===== config.mk =====
export PLATFORM = sky130hd
export DESIGN_NAME = axi_r_resp_router
export DESIGN_NICKNAME = d
export VERILOG_FILES = /design/src/rtl/axi_pkg.sv /design/src/rtl/sync_fifo.sv /design/src/rtl/axi_r_resp_router.sv
export SDC_FILE = /design/constraint.sdc
export NUM_CORES = 1
export LEC_CHECK = 0
export BUFFER_PORTS_ARGS = -buffer_cell sky130_fd_sc_hd__clkbuf_2
export CAP_MARGIN = 20
export CORE_ASPECT_RATIO = 1.1
export CORE_MARGIN = 2
export CORE_UTILIZATION = 39
export DETAILED_ROUTE_END_ITERATION = 16
export MAX_ROUTING_LAYER = met4
export PLACE_DENSITY_LB_ADDON = 0.05
export SLEW_MARGIN = 20
export SYNTH_ARGS = -nofsm -noshare
export SYNTH_HDL_FRONTEND = slang
export SYNTH_SLANG_ARGS = --single-unit

===== constraint.sdc =====
create_clock -name clk -period 6.75 [get_ports clk]
set_clock_uncertainty 0.2 [all_clocks]
set_input_delay 0.3375 -clock clk [delete_from_list [all_inputs] [get_ports clk]]
set_output_delay 0.3375 -clock clk [all_outputs]
set_load 0.005 [all_outputs]

===== src/rtl/axi_pkg.sv =====
// Shared AXI definitions for the read-path arbiter and response router.
// Holds the RRESP encoding and the grant-vector index helper.
package axi_pkg;

    localparam int AXI_RESP_W = 2;

    typedef enum logic [AXI_RESP_W-1:0] {
        OKAY   = 2'd0,
        EXOKAY = 2'd1,
        SLVERR = 2'd2,
        DECERR = 2'd3
    } resp_t;

    // Lowest set bit wins, so a multi-hot vector still maps to one index.
    function automatic int onehot2bin(input logic [31:0] oh, input int n);
        int idx;
        idx = 0;
        for (int i = 31; i >= 0; i--) begin
            if (i < n && oh[i]) idx = i;
        end
        return idx;
    endfunction

endpackage


===== src/rtl/sync_fifo.sv =====
// Synchronous first-word-fall-through FIFO with a registered occupancy count.
// Full and empty come from the count register rather than from the pointers.
module sync_fifo #(
    parameter int WIDTH = 1,
    parameter int DEPTH = 4
) (
    input  logic                     clk,
    input  logic                     rst,
    input  logic                     push,
    input  logic [WIDTH-1:0]         wdata,
    input  logic                     pop,
    output logic [WIDTH-1:0]         rdata,
    output logic                     full,
    output logic                     empty,
    output logic [$clog2(DEPTH):0]   count
);

    localparam int AW = $clog2(DEPTH);

    logic [WIDTH-1:0] mem [DEPTH];
    logic [AW:0]      wr_ptr;
    logic [AW:0]      rd_ptr;
    logic [AW:0]      cnt;
    logic             do_push;
    logic             do_pop;

    assign full    = (cnt == (AW+1)'(DEPTH));
    assign empty   = (cnt == '0);
    assign count   = cnt;
    assign do_push = push & ~full;
    assign do_pop  = pop & ~empty;
    assign rdata   = mem[rd_ptr[AW-1:0]];

    always_ff @(posedge clk) begin
        if (do_push) mem[wr_ptr[AW-1:0]] <= wdata;
    end

    always_ff @(posedge clk) begin
        if (rst) begin
            wr_ptr <= '0;
            rd_ptr <= '0;
            cnt    <= '0;
        end else begin
            if (do_push) wr_ptr <= wr_ptr + 1'b1;
            if (do_pop)  rd_ptr <= rd_ptr + 1'b1;
            if (do_push && !do_pop)      cnt <= cnt + 1'b1;
            else if (do_pop && !do_push) cnt <= cnt - 1'b1;
        end
    end

endmodule


===== src/rtl/axi_r_resp_router.sv =====
// Routes shared-slave R beats back to the master that won each AR handshake.
// Grant indices queue in AR order; the head steers beats until RLAST.
module axi_r_resp_router
    import axi_pkg::*;
#(
    parameter int NUM_MST    = 2,
    parameter int DATA_WIDTH = 32,
    parameter int ID_WIDTH   = 4,
    parameter int MAX_OUTST  = 4
) (
    input  logic                         clk,
    input  logic                         rst,
    input  logic [NUM_MST-1:0]           ar_grant,
    input  logic                         ar_valid,
    input  logic                         ar_ready,
    output logic                         ar_block,
    input  logic                         s_rvalid,
    output logic                         s_rready,
    input  logic [DATA_WIDTH-1:0]        s_rdata,
    input  logic [AXI_RESP_W-1:0]        s_rresp,
    input  logic                         s_rlast,
    input  logic [ID_WIDTH-1:0]          s_rid,
    output logic [NUM_MST-1:0]           m_rvalid,
    input  logic [NUM_MST-1:0]           m_rready,
    output logic [DATA_WIDTH-1:0]        m_rdata,
    output logic [AXI_RESP_W-1:0]        m_rresp,
    output logic                         m_rlast,
    output logic [ID_WIDTH-1:0]          m_rid,
    output logic [$clog2(MAX_OUTST):0]   outst_cnt,
    output logic                         err_orphan,
    output logic                         err_grant
);

    localparam int IW = (NUM_MST > 1) ? $clog2(NUM_MST) : 1;

    logic          ar_hs;
    logic          grant_nz;
    logic          grant_ok;
    logic          push;
    logic          pop;
    logic [IW-1:0] push_idx;
    logic [IW-1:0] head;
    logic          fifo_full;
    logic          fifo_empty;
    logic          nonempty;

    assign ar_hs    = ar_valid & ar_ready & ~ar_block;
    assign grant_nz = (ar_grant != '0);
    assign grant_ok = grant_nz &&
                      ((ar_grant & (ar_grant - NUM_MST'(1))) == '0);
    assign push     = ar_hs & grant_nz;
    assign push_idx = IW'(onehot2bin(32'(ar_grant), NUM_MST));

    sync_fifo #(
        .WIDTH (IW),
        .DEPTH (MAX_OUTST)
    ) u_idx_fifo (
        .clk   (clk),
        .rst   (rst),
        .push  (push),
        .wdata (push_idx),
        .pop   (pop),
        .rdata (head),
        .full  (fifo_full),
        .empty (fifo_empty),
        .count (outst_cnt)
    );

    // Full is a register decode, so blocking never loops back through ARVALID.
    assign ar_block = fifo_full;
    assign nonempty = ~fifo_empty;
    assign s_rready = nonempty & m_rready[head];
    assign pop      = s_rvalid & s_rready & s_rlast;

    always_comb begin
        m_rvalid = '0;
        for (int i = 0; i < NUM_MST; i++) begin
            m_rvalid[i] = s_rvalid & nonempty & (head == IW'(i));
        end
    end

    assign m_rdata = s_rdata;
    assign m_rresp = s_rresp;
    assign m_rlast = s_rlast;
    assign m_rid   = s_rid;

    always_ff @(posedge clk) begin
        if (rst) begin
            err_orphan <= 1'b0;
            err_grant  <= 1'b0;
        end else begin
            if (s_rvalid && !nonempty) err_orphan <= 1'b1;
            if (ar_hs && !grant_ok)    err_grant  <= 1'b1;
        end
    end

endmodule


# Word level (Yosys, flattened, before mapping)
# Memory sizes are Yosys's and may differ from the RTL's. A register that Yosys moved wholly into a read port is not among the register bits.
# Index checks and enable logic that the tools add are counted.
# Widths: inputs -> output; s select.
# totals
output_inout_bits	48
mem_bits_rw	4
latch_bits	0
n_memories	1
register_bits	11
mem_bits_ro	0
# memory_table
memory	words	width	read_ports	rd_clocked_by_memory_dff	wr	line_no	source
u_idx_fifo.mem	4	1	1	1	1	sync_fifo.sv:20	logic [WIDTH-1:0] mem [DEPTH];
# op_classes
n_div	0
reduce_logical	12
muxes	10
n_mul	0
bitwise_logic	15
add_sub_neg	5
n_lt_le_gt_ge	1
n_eq_ne	1
shifts	0
# ops
operator	count
$and 1x1->1	11
$add 3x1->3 const B	3
$mux 1	6
$mux 3	2
$logic_and 1x1->1	5
$mux 2	2
$reduce_bool 2->1	2
$eq 3x3->1 const B	1
$logic_not 1->1	3
$logic_not 3->1	1
$not 1->1	3
$sub 3x1->3 const B	1
$and 2x2->2	1
$logic_not 2->1	1
$lt 1x2->1 const B	1
$sub 2x1->2 const B	1

# Longest topological paths before layout
# Gate-level depths: netlist of the first run.
# depth
ltp_word	9
mapped_depth	9

# Hierarchy
# From an unflattened synthesis of the first run, not the netlist that was laid out.
# unflattened
cells_unflattened	109
hier_area_um2	1056.0
# modules_own_cells
mod	seq_area_each_um2	instances	cells_per_inst	area_per_inst_um2
sync_fifo	300.3	1	53	613.1
axi_r_resp_router	40.0	1	56	442.9

# Worst setup path after synthesis of the first run
# OpenSTA, ideal clock, no wires.
# synth_path
path_kind	flip-flop to flip-flop
start	reg (tool-made name)
end	reg u_idx_fifo.cnt[2] (netlist: u_idx_fifo.count[2])
synth_period_minus_slack_ps	2716
stages_incl_launch_ff	10
setup_ps	71
path_buffers	0
arrival_time_ps	2446
slack_ps	4034
cell_sequence	dfxtp_1 mux4_2 mux2i_1 or3b_4 ha_1 inv_1 fa_1 xor2_1 or3_1 a21oi_1
# synth_lines
item	line_no	source
end signal: assignment	sync_fifo.sv:46	if (do_push && !do_pop) cnt <= cnt + 1'b1;
end signal: assignment	sync_fifo.sv:47	else if (do_pop && !do_push) cnt <= cnt - 1'b1;
end: declaration	sync_fifo.sv:23	logic [AW:0] cnt;

==> flow_summary.yaml, run 1 <==
status:
  status: "complete, no violations"
floorplanning:
  pin_count: 96
  die_w_microns: 53.00
  num_rows: 19
  die-area_sq_mm: 0.003068
  initial_core_util: 0.4125
  core_area_sq_mm: 0.002496
  die_h_microns: 57.89
pwr:
  p_int_uw: 142.7
  power_frac_clock: 0.250
  netSwitchingFraction: 0.2765
  p_per_area_mw_per_mm2: 220.8
  leakage_uw: 0.0004062
  vdd_drop_max_uv: 86.79
  combPwrFrac: 0.219
  power_switching_uw: 54.54
  pwr-share-seq: 0.531
finish:
  finish.instance_area_sq_um: 893.4
  area_growth_pct: -13.24
  fillCellCount: 267
  drive_gt1_frac: 0.2826
  insertedDiodeCount: 0
  nNetsFinal: 149
global_routing:
  use_met1: 0.1136
  antenna_found_initial: 0
  grt-busiest-layer: "met2"
  grt_max_degree: 11
  grt_pass1_wl_microns: 2435
  grt_use_total: 0.1105
  first_global_vias: 572
  grt_util_met3: 0.02577
  grtUsageMet2: 0.1786
  grt-ovfl-total: 0
critical_path:
  regToRegEndpoint: "u_idx_fifo.count[2]"
  r2r_setup_slack_ns: 3.80
  required_ns: 6.76
  cp-endpoint: "u_idx_fifo.count[2]"
  critPathLaunch: "u_idx_fifo.mem[0]"
  critPathKind: "flip-flop to flip-flop"
  crit_fanout: 4
  crit_arrival_ns: 2.96
  startpoint_type: "flip-flop"
  r2r-start: "u_idx_fifo.mem[0]"
  rr_worst_depth: 9
  crit_path_end_kind: "flip-flop"
placement:
  place_congestion: 0.6214
  dp_hpwl_microns: 1352
  port_buffers: 19
  place_area_sq_um: 867.1
cts:
  tritoncts: "built"
  clock_latency_ns: 0.27
  cts_buffer_depth: 2
  cts-resized-gates: 0
  cts-buffers-inserted: 3
  cts_setup_buffers: 0
  holdBufCountCts: 0
  cts_root_buffer: "clkbuf_4"
  h-tree-depth: 1
  clock_sinks: 15
  clkTransAtPathRegs_ns: 0.08
route:
  drt_iter0_markers: 3
  vias: 586
  via_per_inst: 4.764
  first_pass_iters: 2
  detail_route.wl_per_cell_microns: 13.39
  remaining_drc_errors: 0
  drtAntennaViolNets: 0
  wl_microns: 1647
timing:
  finalHoldViolations: 0
  min_period_ns: 2.950
  worst_pin_slew_ns: 0.7391
  slew_violations: 0
  final.setup.tns_ns: 0
  fmax_mhz: 339.0
  period_share: 0.4370
  slew_headroom: 0.5035
  rsz0062_at_grt: "no"
  setup_viol: 0
logic_synthesis:
  syn_nets: 165
  synthDominantCellAreaShare: 0.2843
  synth_largest_area_cell: "buf_4"
  ys_ff_latch: 15
  syn_area_per_cell_sq_um: 9.447
  yosysWarnings: 0
  synth-seq-area-share: 0.3305
  ys_types: 25
  netlist_area_sq_mm: 0.001030
  synthTopCellsByArea: "buf_4 28%, dfxtp_1 21%, edfxtp_1 12%"
  synth_cells: 109
flow_run:
  cap_viol_max_count: 0
min_path:
  hold_path_class: "input pin to flip-flop"
## placed cells by master, fill, tap and decap left out, types with 2 or more instances in the layout
cell and n:
clkbuf_2 19, and2_1 4, edfxtp_1 4, nor3_1 3, mux2_2 2, inv_1 6
nand2_1 2, a21oi_1 3, dfxtp_1 11, ha_1 7, mux2i_1 3, nor2_1 11
clkbuf_4 3, xor2_1 2
## cell usage after synthesis
cell      number
nor2_1        11
xnor2_1        1
inv_1          6
nand2b_1       1
or3_1          1
a21oi_1        3
nor3_1         3
or4_1          1
dfxtp_1       11
ha_1           7
or3b_4         1
o21ai_0        1
buf_4         39
nor3b_1        1
xor2_1         2
nor2b_1        1
edfxtp_1       4
o31ai_1        1
mux4_2         1
nand2_1        2
mux2_2         2
clkbuf_1       1
and2_1         4
mux2i_1        3
fa_1           1
## per-stage QoR
stage / cells / power (uW) / worst slack [ns] / hold slack (ns) / utilization
after global routing: 123 / 212.7 / 3.659 / 0.1956 / 0.3579
after global placement: 119 / 150.4 / 3.874 / 0.2661 / 0.3474
final: 123 / 197.2 / 3.800 / 0.1215 / 0.3579
after CTS: 123 / 202.2 / 3.763 / 0.1083 / 0.3579
after detailed placement: 119 / 150.8 / 3.807 / 0.2705 / 0.3474
after floorplan: 109 / 152.4 / 4.034 / 0.2529 / -
## per-layer routing
metal / up-vias / wire, microns
li1: 278 / -
met1: 248 / 559
met4: 0 / 65
met3: 22 / 221
met2: 38 / 800
met5: - / 0
## power by group through the flow
stage               clock (uW)  sequential, uW  combinational, uW
floorplan                    0             106               46.0
global placement             0             107               43.0
detailed placement           0             107               43.7
CTS                       52.7             105               44.4
global route              55.7             106               50.6
finish                    49.3             105               43.2
## critical path, cell delays in order, from the launching register on
cell and delay (ns):
edfxtp_1 0.38, mux4_2 0.50, mux2i_1 0.32, or3b_4 0.22, ha_1 0.18, inv_1 0.06, fa_1 0.37, xor2_1 0.18
or3_1 0.31, a21oi_1 0.15
## worst min path at each step
stage | endpoint | startpoint | slack [ns] | depth (start not counted)
2_1_floorplan | flip-flop | u_idx_fifo.rd_ptr[1] | 0.25 | 2
3_3_place_gp | err_grant | err_grant | 0.27 | 2
3_5_place_dp | err_orphan | err_orphan | 0.27 | 2
4_1_cts | err_orphan | s_rvalid | 0.11 | 3
5_1_grt | u_idx_fifo.count[2] | rst | 0.20 | 2
6_report | err_orphan | s_rvalid | 0.12 | 3
## final cells by class
type                       instances  area, sq um  share of cell area
tap                               31        38.79             0.04342
inverter                           6        22.52             0.02521
sequential                        15        340.3              0.3810
timing repair buffer              19        95.09              0.1064
multi-input combinational         48        370.4              0.4146
clock buffer                       4        26.28             0.02941
## cell families (layout without fill, tap and decap cells)
kind of cell               count (synthesis)  after routing  share of synthesized area
buffers and inverters                     46             29                     0.3098
and+or+nand+nor                           26             26                     0.1300
DFF                                       15             15                     0.3305
adders and majority gates                  8              8                     0.1045
muxes                                      6              6                    0.07290
AOI/OAI and AO/OA                          5              5                    0.02673
xor gates and xnor gates                   3              3                    0.02552
No activity file was read; power rests on OpenSTA's default activity.
==> run 2: changes to the inputs <==
--- a/config.mk
+++ b/config.mk
@@ -9,7 +9,7 @@
 export CAP_MARGIN = 20
 export CORE_ASPECT_RATIO = 1.1
 export CORE_MARGIN = 2
-export CORE_UTILIZATION = 39
+export CORE_UTILIZATION = 36
 export DETAILED_ROUTE_END_ITERATION = 16
 export MAX_ROUTING_LAYER = met4
 export PLACE_DENSITY_LB_ADDON = 0.05
==> constraint.sdc (replaced) <==
create_clock -name clk -period 2.9 [get_ports clk]
set_clock_uncertainty 0.2 [all_clocks]
set_input_delay 0.145 -clock clk [delete_from_list [all_inputs] [get_ports clk]]
set_output_delay 0.145 -clock clk [all_outputs]
set_load 0.005 [all_outputs]
==> flow_summary.yaml, run 2 (synthesis gave the netlist of run 1 again) <==
cts:
  clock_sinks: 15
  h-tree-depth: 1
  cts-buffers-inserted: 3
  cts_root_buffer: "clkbuf_4"
  clkTransAtPathRegs_ns: 0.10
  cts_buffer_depth: 2
  tritoncts: "built"
  cts_setup_buffers: 0
  clock_latency_ns: 0.28
critical_path:
  regToRegEndpoint: "u_idx_fifo.count[2]"
  critPathKind: "flip-flop to flip-flop"
  crit_family: "multiplexers"
  r2r-start: "u_idx_fifo.mem[3]"
  r2r_setup_slack_ns: 0.15
  rr_worst_depth: 9
  crit_arrival_ns: 2.77
  cp_slowest_cell: "mux4_2"
  crit_fanout: 3
  startpoint_type: "flip-flop"
  crit_path_end_kind: "flip-flop"
  worst-path-buf-inv: 1
  path_cells: "mux4_2, mux2i_1, or3b_4, ha_1, inv_1, fa_1, xor2_1, or3_1, a21oi_1"
  required_ns: 2.92
  slowest_delay_ns: 0.52
  critPathLaunch: "u_idx_fifo.mem[3]"
route:
  detail_route.wl_per_cell_microns: 12.15
  remaining_drc_errors: 0
  first_pass_iters: 2
  drt_iter0_markers: 6
  vias: 591
  drtAntennaViolNets: 0
  via_per_inst: 4.511
  wl_microns: 1592
global_routing:
  grt_use_total: 0.1033
  grt_max_degree: 11
  antenna_found_initial: 0
  grt-busiest-layer: "met2"
  first_global_vias: 528
  grt_pass1_wl_microns: 2311
  grt-ovfl-total: 0
  use_met1: 0.1167
  grtUsageMet2: 0.1463
  grt_util_met3: 0.03250
timing:
  setup_viol: 0
  slew_violations: 0
  final.setup.tns_ns: 0
  slew_headroom: 0.7527
  finalHoldViolations: 0
  fmax_mhz: 363.6
  worst_pin_slew_ns: 0.3702
  rsz0062_at_grt: "no"
  min_period_ns: 2.750
  period_share: 0.9484
pwr:
  leakage_uw: 0.0004347
  p_per_area_mw_per_mm2: 507.4
  vdd_drop_max_uv: 184.3
status:
  status: "complete, no violations"
placement:
  place_area_sq_um: 892.1
  port_buffers: 19
  dp_hpwl_microns: 1264
  place_congestion: 0.6474
min_path:
  hold_path_class: "input pin to flip-flop"
  hold_end: "err_grant"
  hp-start: "ar_ready"
  min_path_cells: 5
finish:
  insertedDiodeCount: 0
  nNetsFinal: 155
  finish.instance_area_sq_um: 948.4
  layout_common_cells: "19 x clkbuf_2, 11 x nor2_1, 11 x dfxtp_1"
  area_growth_pct: -7.898
  final_common_cell: "clkbuf_2"
  drive_gt1_frac: 0.2959
floorplanning:
  initial_core_util: 0.3741
  die_w_microns: 55.00
  die-area_sq_mm: 0.003305
  num_rows: 20
  pin_count: 96
  core_area_sq_mm: 0.002753
  die_h_microns: 60.09
flow_run:
  cap_viol_max_count: 0
-- run 2: changes by cell type in the layout (fill, tap and decap cells not counted), sizes merged --
| cell | delta |
|---|---|
| buf | +3 |
| dlygate4sd3 | +3 |
-- run 2: how the worst max path moves through the flow --
stage | to | depth (start not counted) | slack (ns)
after floorplan | u_idx_fifo.count[2] | 9 | 0.18
after global placement | u_idx_fifo.count[2] | 9 | 0.19
after detailed placement | u_idx_fifo.count[2] | 9 | 0.14
after CTS | u_idx_fifo.count[2] | 9 | 0.12
after global routing | u_idx_fifo.count[2] | 9 | 0.02
final | u_idx_fifo.count[2] | 9 | 0.15
-- run 2: through the flow --
stage	total power (uW)	cells	setup WS, ns	util	hold slack, ns
after CTS	491.2	131	0.1217	0.3445	0.004896
final	481.2	131	0.1496	0.3445	0.008486
after detailed placement	360.9	124	0.1415	0.3241	0.09003
after global placement	360.8	124	0.1894	0.3241	0.09003
after global routing	515.7	131	0.02040	0.3445	0.06691
after floorplan	354.7	109	0.1836	-	0.08448
-- run 2: repair_timing --
| item | 4_1_cts | 5_1_grt |
|---|---|---|
| hold endpoints to repair | 6 | 0 |
| resized for setup | 0 | 0 |
| hold buffers | 3 | 0 |
-- run 2: cell type report --
cell class,count,area [sq um]
fillers,309,1804
multi-input cells,48,370.4
flip-flops and latches,15,340.3
repair buffers,25,147.6
well taps,33,41.29
clock buffers,4,26.28
inverters,6,22.52
-- run 2: per-layer routing --
metal,up-vias,part of all wire
li1,292,-
met1,246,0.42
met2,45,0.43
met3,8,0.13
met4,0,0.021
met5,-,0
-- run 2: worst reg2reg max path, cell delays in order (launching register included) --
cell,delay [ns]
edfxtp_1,0.36
mux4_2,0.52
mux2i_1,0.21
or3b_4,0.18
ha_1,0.17
inv_1,0.06
fa_1,0.37
xor2_1,0.18
or3_1,0.30
a21oi_1,0.14
-- run 2: report_power, final --
group | internal [uW] | switching (uW) | total (uW)
clock | 53.3 | 68.6 | 122
sequential | 230 | 14.6 | 244
combinational | 62.3 | 52.8 | 115
